[src/rtl/skid_reg32_if.sv]
// Handshake bundle for the two-entry skid register: producer side (in_*),
// consumer side (out_*) and the occupancy count.
interface skid_reg32_if #(
    parameter int WIDTH = 32
);
    logic             in_valid;
    logic [WIDTH-1:0] in_data;
    logic             in_ready;
    logic             out_valid;
    logic [WIDTH-1:0] out_data;
    logic             out_ready;
    logic [1:0]       count;

    modport master (
        output in_valid,
        output in_data,
        input  in_ready,
        input  out_valid,
        input  out_data,
        output out_ready,
        input  count
    );

    modport slave (
        input  in_valid,
        input  in_data,
        output in_ready,
        output out_valid,
        output out_data,
        input  out_ready,
        output count
    );
endinterface

[src/rtl/skid_reg32.sv]
// Two-entry skid register: MAIN always drives out_data, SKID absorbs one word
// so in_ready can be decoded from state alone, with no path from out_ready.
module skid_reg32 #(
    parameter int WIDTH = 32
) (
    input  logic         clk,
    input  logic         clr_n,
    input  logic         flush,
    skid_reg32_if.slave  bus
);
    typedef enum logic [1:0] {
        ST_EMPTY = 2'd0,
        ST_ONE   = 2'd1,
        ST_TWO   = 2'd2
    } state_t;

    state_t           state_q;
    state_t           state_d;
    logic [WIDTH-1:0] main_q;
    logic [WIDTH-1:0] main_d;
    logic [WIDTH-1:0] skid_q;
    logic [WIDTH-1:0] skid_d;
    logic             in_ready_s;
    logic             out_valid_s;
    logic             push_s;
    logic             pop_s;

    // Handshake flags decoded purely from the state register
    always_comb begin
        in_ready_s  = 1'b0;
        out_valid_s = 1'b0;
        case (state_q)
            ST_EMPTY: begin
                in_ready_s  = 1'b1;
                out_valid_s = 1'b0;
            end
            ST_ONE: begin
                in_ready_s  = 1'b1;
                out_valid_s = 1'b1;
            end
            ST_TWO: begin
                in_ready_s  = 1'b0;
                out_valid_s = 1'b1;
            end
            default: begin
                in_ready_s  = 1'b0;
                out_valid_s = 1'b0;
            end
        endcase
    end

    assign push_s        = bus.in_valid & in_ready_s;
    assign pop_s         = out_valid_s & bus.out_ready;
    assign bus.in_ready  = in_ready_s;
    assign bus.out_valid = out_valid_s;
    assign bus.out_data  = main_q;
    assign bus.count     = state_q;

    // Next-state and storage update; flush overrides any handshake
    always_comb begin
        state_d = state_q;
        main_d  = main_q;
        skid_d  = skid_q;
        if (flush) begin
            state_d = ST_EMPTY;
        end else begin
            case (state_q)
                ST_EMPTY: begin
                    if (push_s) begin
                        main_d  = bus.in_data;
                        state_d = ST_ONE;
                    end else begin
                        state_d = ST_EMPTY;
                    end
                end
                ST_ONE: begin
                    if (push_s && pop_s) begin
                        main_d  = bus.in_data;
                        state_d = ST_ONE;
                    end else if (push_s) begin
                        skid_d  = bus.in_data;
                        state_d = ST_TWO;
                    end else if (pop_s) begin
                        state_d = ST_EMPTY;
                    end else begin
                        state_d = ST_ONE;
                    end
                end
                ST_TWO: begin
                    if (pop_s) begin
                        main_d  = skid_q;
                        state_d = ST_ONE;
                    end else begin
                        state_d = ST_TWO;
                    end
                end
                default: begin
                    state_d = ST_EMPTY;
                end
            endcase
        end
    end

    // State and storage registers with synchronous active-low clear
    always_ff @(posedge clk) begin
        if (!clr_n) begin
            state_q <= ST_EMPTY;
            main_q  <= {WIDTH{1'b0}};
            skid_q  <= {WIDTH{1'b0}};
        end else begin
            state_q <= state_d;
            main_q  <= main_d;
            skid_q  <= skid_d;
        end
    end
endmodule

[src/flat_wrapper.sv]
// flat-port wrapper written by rule: the top's interface ports become plain ports
module skid_reg32_flat 
#(
    parameter int WIDTH = 32
)
  (clk, clr_n, flush, bus_in_valid, bus_in_data, bus_in_ready, bus_out_valid, bus_out_data, bus_out_ready, bus_count);
  skid_reg32_if #(.WIDTH(WIDTH)) bus_i ();
  input  logic clk;
  input  logic clr_n;
  input  logic flush;
  input wire logic [$bits(bus_i.in_valid)-1:0] bus_in_valid;
  input wire logic [$bits(bus_i.in_data)-1:0] bus_in_data;
  output wire logic [$bits(bus_i.in_ready)-1:0] bus_in_ready;
  output wire logic [$bits(bus_i.out_valid)-1:0] bus_out_valid;
  output wire logic [$bits(bus_i.out_data)-1:0] bus_out_data;
  input wire logic [$bits(bus_i.out_ready)-1:0] bus_out_ready;
  output wire logic [$bits(bus_i.count)-1:0] bus_count;
  assign bus_i.in_valid = bus_in_valid;
  assign bus_i.in_data = bus_in_data;
  assign bus_in_ready = bus_i.in_ready;
  assign bus_out_valid = bus_i.out_valid;
  assign bus_out_data = bus_i.out_data;
  assign bus_i.out_ready = bus_out_ready;
  assign bus_count = bus_i.count;
  skid_reg32 #(.WIDTH(WIDTH)) u_core (.clk(clk), .clr_n(clr_n), .flush(flush), .bus(bus_i));
endmodule
[config.mk]
export PLATFORM = sky130hd
export DESIGN_NAME = skid_reg32_flat
export DESIGN_NICKNAME = d
export VERILOG_FILES = /design/src/rtl/skid_reg32_if.sv /design/src/rtl/skid_reg32.sv /design/src/flat_wrapper.sv
export SDC_FILE = /design/constraint.sdc
export NUM_CORES = 1
export LEC_CHECK = 0
export CORE_UTILIZATION = 50
export DETAILED_ROUTE_END_ITERATION = 7
export PLACE_DENSITY = 0.8
export SLEW_MARGIN = 15
export SYNTH_ARGS = -nofsm -noshare
export SYNTH_HDL_FRONTEND = slang
export SYNTH_SLANG_ARGS = --single-unit
export TNS_END_PERCENT = 10
[constraint.sdc]
create_clock -name clk -period 1.81 [get_ports clk]
set_input_delay 0.181 -clock clk [delete_from_list [all_inputs] [get_ports clk]]
set_output_delay 0.181 -clock clk [all_outputs]
set_load 0.03 [all_outputs]
==> impl_metrics.csv, run 1 <==
group,metric,value,unit
status,run_status,"finished, final reports clean",
logic_synthesis,ys_warn_count,0,
sta,finalCritPeriodShare,94.6,%
die,row_count,28,
worst_setup_path,worstPathMaxFanout,6,
global_routing,gr-total-overflow,0,
global_routing,grt_max_degree,98,
pwr,p_leak,1.63,nW
global_routing,grtUsageTotal,23.6,%
sta,max_freq,584,MHz
logic_synthesis,synth.area.top_cells,"dfxtp_1, mux2_2, mux2i_1, nand2_1, a21boi_1",
clock_tree,cts_made_buffers,9,
logic_synthesis,ys_types,27,
route,drc,0,
worst_setup_path,cp.arrival,1.53,ns
worst_setup_path,ff2ff_setup_slack,0.12,ns
placed_design,dp_hpwl,4.47,mm
clock_tree,postCtsHoldBufs,0,
logic_synthesis,synth.most_common_cell,"nand2_1",
sta,relSlewSlack,75.9,%
route,vias,2703,
logic_synthesis,synth_common_cells,"nand2_1, dfxtp_1",
layout,syn_to_final_growth,30.7,%
layout,nets,452,
placed_design,finalWeightedCongestion,0.825,
sta,clock_skew,0.00507,ns
worst_setup_path,critPathKind,"reg2out",
logic_synthesis,ys_seq_area_share,41.6,%
layout,n_antenna_cell,0,
logic_synthesis,async_flop_share,0,%
route,wire_per_inst,14.5,um
clock_tree,cts_max_level,3,
pwr,ir_worst_vdd,526,uV
die,start_util,52.8,%
hold_path,worstHoldPathType,"in2reg",
logic_synthesis,syn_area_per_cell,9.14,um^2
global_routing,grt_pass1_vias,2480,
route,drtPass1Iterations,4,
sta,rsz0062_at_grt,"false",
sta,tightest_slew,0.361,ns
logic_synthesis,synthCells,348,
global_routing,antenna_found_initial,0,
sta,finalSetupTns,0,ns
route,vias_per_cell,5.51,
placed_design,port_buffers,72,
die,ioPinCount,73,
route,ant_nets,0,
clock_tree,clk_pin_slew,0.07,ns
sta,finalHoldViolations,0,
die,die_x,81.7,um
logic_synthesis,syn-num-nets,389,
clock_tree,insertion_delay,0.33,ns
layout,drive_above_1_share,16.3,%
flow_run,drv_cap,0,
logic_synthesis,yosysTopAreaCell,"dfxtp_1",
placed_design,placed_cell_area,0.00397,mm^2
route,wl,7.13,mm
route,drt_iter0_drc,136,
sta,setup_viol,0,
logic_synthesis,netlist_area,0.00318,mm^2
worst_setup_path,crit_required,1.63,ns
die,dieHeight,81.7,um
sta,drv_slew,0,
pwr,p_per_area,780,mW/mm^2
layout,finalInstanceArea,0.00415,mm^2
logic_synthesis,synth_top_area_share,41.6,%
die,dieArea,0.00668,mm^2
layout,fill_cells,489,
clock_tree,tritoncts,"built",
clock_tree,numClockSinks,66,
worst_setup_path,endpoint_kind,"output port",
clock_tree,cts_root_buf,"clkbuf_8",
global_routing,grt_pass1_wl,11.9,mm
clock_tree,postCtsSetupRepairBufs,0,
sta,finalCriticalPeriod,1.71,ns
die,coreArea,0.00603,mm^2
clock_tree,cts.path.max_buffers,2,
logic_synthesis,synth_edf_count,0,
worst_setup_path,critPathLaunchType,"flop",
logic_synthesis,ys_ff_latch,66,
logic_synthesis,synthFlopType,"dfxtp_1",
## power breakdown
group	internal (W)	switching, W
clock	0.000607	0.000530
combinational	0.000280	0.000288
sequential	0.00151	0.0000282
total	0.00240	0.000846
## through the flow
| stage | hold WS (ns) | setup slack [ns] | cells | power [W] | utilization, % |
|---|---|---|---|---|---|
| CTS | 0.371 | 0.0328 | 491 | 0.00326 | 68.9 |
| floorplan | 0.328 | 0.0156 | 348 | 0.00190 | - |
| global route | 0.396 | 0.00504 | 491 | 0.00340 | 68.9 |
| finish | 0.380 | 0.0970 | 491 | 0.00324 | 68.9 |
| global placement | 0.445 | 0.181 | 475 | 0.00213 | 65.9 |
| detailed placement | 0.451 | 0.0573 | 475 | 0.00214 | 65.9 |
## metal layers
metal	routed length [um]	vias up	share of wire [%]	GRT usage [%]
li1	-	1329	-	-
met1	3370	1299	47	31.2
met2	3340	68	47	36.4
met3	347	7	4.9	6.89
met4	75	0	1.1	8.60
met5	0	-	0	0
## layout make-up
class / count / area, um^2 / area share [%]
Clock inverter: 2 / 10.0 / 0.241
Timing Repair Buffer: 84 / 866 / 20.8
Multi-Input combinational cell: 247 / 1680 / 40.4
Tap cell: 75 / 93.8 / 2.26
Sequential cell: 66 / 1320 / 31.9
Clock buffer: 14 / 173 / 4.16
Inverter: 3 / 11.3 / 0.271
## cell families (layout without fill, tap and decap cells)
kind of cell    count (synthesis)  in the layout  synth area share, %
simple gates                  110            110                 15.2
fa+ha+maj                       4              4                 1.57
flops                          66             66                 41.6
buf+inv                        35            103                 5.86
compound gates                 69             69                 14.4
mux                            64             64                 21.4
## worst paths after layout
check / start / to / cells after the start
worst max-delay path: u_core.bus.count[0] / bus_out_valid / 3
worst min-delay path: clr_n / u_core.bus.out_data[14] / 4
worst max register to register: u_core.bus.count[0] / u_core.bus.out_data[1] / 6
worst min register to register: u_core.bus.out_data[14] / u_core.bus.out_data[14] / 2
## cell usage in the layout (no fill, tap or decap), types with 2 or more instances in the layout
cell type / instances
clkinv_2: 2
mux2_2: 32
clkbuf_8: 12
inv_1: 3
buf_4: 6
a21boi_0: 3
mux2i_1: 32
clkdlybuf4s50_1: 69
nand3_1: 32
nand2b_1: 2
dfxtp_1: 64
nor2_1: 3
ha_2: 2
clkbuf_1: 2
a21boi_1: 29
nand2_1: 67
buf_12: 5
o21ai_0: 32
dfxtp_2: 2
ha_1: 2
## state kept, by name, indices dropped and copies added (netlist names)
register / cells
u_core.bus.count: 2
u_core.skid_q: 32
u_core.bus.out_data: 32
## critical path: stages (launching register included)
cell	delay, ns
dfxtp_2	0.36
inv_1	0.07
ha_2	0.37
dlygate4sd2_1	0.41
## repair_timing
| item | 4_1_cts | 5_1_grt |
|---|---|---|
| hold endpoints to repair | 0 | 0 |
| endpoints found under the setup margin | 2 | 7 |
| gates resized for setup | 2 | 3 |
Note: power is estimated with default switching activity, not from simulation.
==> inputs of run 2 (changes only) <==
CTS_CLUSTER_SIZE = 20   (was default)
REMOVE_ABC_BUFFERS = 1   (was default)
SETUP_SLACK_MARGIN = 0.15   (was default)
==> run 2 against run 1 <==
Against the previous run: register-to-register slack improved by 0.05 ns; first-iteration DRC count grew 6.6%; routed wire length rose by 2.3%; utilization increased by 2.0 points; sequential share of layout area shrank 0.88 points; combinational power up 8.5%; critical path type unchanged; critical endpoint unchanged; largest power group unchanged.
==> impl_metrics.csv, run 2 (same netlist as run 1, synthesis figures left out) <==
group,metric,value,unit
layout,n_antenna_cell,0,
global_routing,grt_pass1_vias,2562,
worst_setup_path,cp_slowest_cell,"dlygate4sd2_1",
clock_tree,cts_max_level,3,
worst_setup_path,rr_worst_depth,7,
clock_tree,clk_pin_slew,0.07,ns
route,vias_per_cell,5.39,
sta,finalSetupTns,0,ns
status,run_status,"finished, final reports clean",
sta,max_freq,604,MHz
route,ant_nets,0,
die,start_util,52.8,%
flow_run,drv_cap,0,
sta,whs,0.373,ns
worst_setup_path,worstPathMaxFanout,6,
placed_design,port_buffers,72,
clock_tree,cts_made_buffers,9,
global_routing,grtUsageTotal,23.2,%
layout,drive_above_1_share,17.9,%
worst_setup_path,cp-endpoint,"bus_out_valid",
route,drtPass1Iterations,4,
sta,rsz0062_at_grt,"true",
placed_design,dp_hpwl,4.26,mm
die,die_x,81.7,um
worst_setup_path,r2r_end,"u_core.bus.out_data[29]",
worst_setup_path,cp-startpoint,"u_core.bus.count[1]",
global_routing,antenna_found_initial,0,
sta,finalCriticalPeriod,1.65,ns
sta,setup_viol,0,
clock_tree,cts_root_buf,"clkbuf_8",
layout,final_cell_mix,"clkdlybuf4s50_1, nand2_1, dfxtp_1",
worst_setup_path,critPathKind,"reg2out",
sta,relSlewSlack,76.0,%
pwr,ir_worst_vdd,620,uV
die,row_count,28,
worst_setup_path,critPathLaunchType,"flop",
sta,finalCritPeriodShare,91.4,%
layout,nets,457,
clock_tree,numClockSinks,66,
die,dieHeight,81.7,um
sta,drv_slew,0,
sta,clock_skew,0.00514,ns
hold_path,worstHoldPathType,"in2reg",
worst_setup_path,path_buf_inv,2,
global_routing,grt_max_degree,98,
worst_setup_path,critPathTopFamily,"buffers and inverters",
route,vias,2669,
die,dieArea,0.00668,mm^2
global_routing,gr-total-overflow,0,
sta,tightest_slew,0.360,ns
global_routing,grt_pass1_wl,11.8,mm
layout,fill_cells,470,
pwr,p_total,0.00335,W
clock_tree,insertion_delay,0.34,ns
clock_tree,cts.path.max_buffers,2,
clock_tree,tritoncts,"built",
pwr,p_leak,1.69,nW
pwr,p_per_area,784,mW/mm^2
placed_design,finalWeightedCongestion,0.764,
worst_setup_path,endpoint_kind,"output port",
die,coreArea,0.00603,mm^2
route,drc,0,
die,ioPinCount,73,
worst_setup_path,cp.arrival,1.47,ns
sta,finalHoldViolations,0,
worst_setup_path,max_stage_delay,0.42,ns
worst_setup_path,crit_required,1.63,ns
route,wl,7.30,mm
worst_setup_path,cp_num_cells,3,
layout,final_common_cell,"clkdlybuf4s50_1",
worst_setup_path,cp_cell_sequence,"inv_2 -> ha_4 -> dlygate4sd2_1",
route,drt_iter0_drc,145,
worst_setup_path,r2r-start,"u_core.bus.count[0]",
route,wire_per_inst,14.7,um
layout,syn_to_final_growth,34.4,%
worst_setup_path,ff2ff_setup_slack,0.17,ns
## run 2: changes by cell type in the layout (fill, tap and decap cells not counted), sizes merged
cell | before | now
buf | 13 | 18
bufinv | 0 | 1
clkbuf | 15 | 13
## run 2: worst reg2reg max path, delay by kind of cell (launching register included)
family	cells	cell delay (ns)
simple gates	1	0.16
fa+ha+maj	1	0.26
flops	1	0.36
compound gates	1	0.24
mux	1	0.18
buf+inv	3	0.39
## run 2: worst min-delay path by stage
stage	startpoint	to	slack (ns)	cells past startpoint
after global routing	clr_n	u_core.bus.out_data[30]	0.40	4
after detailed placement	u_core.bus.out_data[31]	u_core.bus.out_data[31]	0.45	2
after global placement	u_core.bus.out_data[11]	u_core.bus.out_data[11]	0.44	2
after floorplan	clr_n	u_core.bus.out_data[0]	0.32	2
after CTS	clr_n	u_core.bus.out_data[17]	0.37	4
final	clr_n	u_core.bus.out_data[9]	0.37	4
## run 2: cell type report
| class | instances | area [um^2] | area share, % |
|---|---|---|---|
| tap | 75 | 93.8 | 2.20 |
| clock inverter | 3 | 40.0 | 0.937 |
| inverter | 3 | 11.3 | 0.264 |
| sequential | 66 | 1320 | 31.0 |
| timing repair buffer | 89 | 968 | 22.7 |
| clock buffer | 12 | 145 | 3.40 |
| multi-input combinational | 247 | 1690 | 39.5 |
## run 2: layer usage
layer  vias up  global-route usage (%)  part of all wire (%)
li1       1341                       -                     -
met1      1253                    28.1                    45
met5         -                       0                     0
met4         0                    7.89                   1.1
met2        66                    40.7                    49
met3         9                    4.67                   4.5
## run 2: repair_timing
action	4_1_cts	5_1_grt
gates resized for setup	10	7
endpoints found under the setup margin	34	36
setup buffers	2	2
hold buffers	0	0
pin swaps	1	1
cloned	2	1
## run 2: metrics by stage
step | cell area, um^2 | cells | setup slack, ns | utilization, %
after global routing | 4270 | 495 | 0.104 | 70.9
final | 4270 | 495 | 0.155 | 70.9
after detailed placement | 3950 | 473 | -0.00400 | 65.6
after floorplan | 3000 | 316 | -0.703 | -
after global placement | 3950 | 473 | 0.108 | 65.6
after CTS | 4220 | 492 | 0.117 | 70.1
## run 2: report_power, final
group | internal [W] | total (W) | switching, W
Combinational | 0.000316 | 0.000616 | 0.000301
Sequential | 0.00151 | 0.00154 | 0.0000278
Clock | 0.000663 | 0.00120 | 0.000535
Total | 0.00249 | 0.00335 | 0.000864
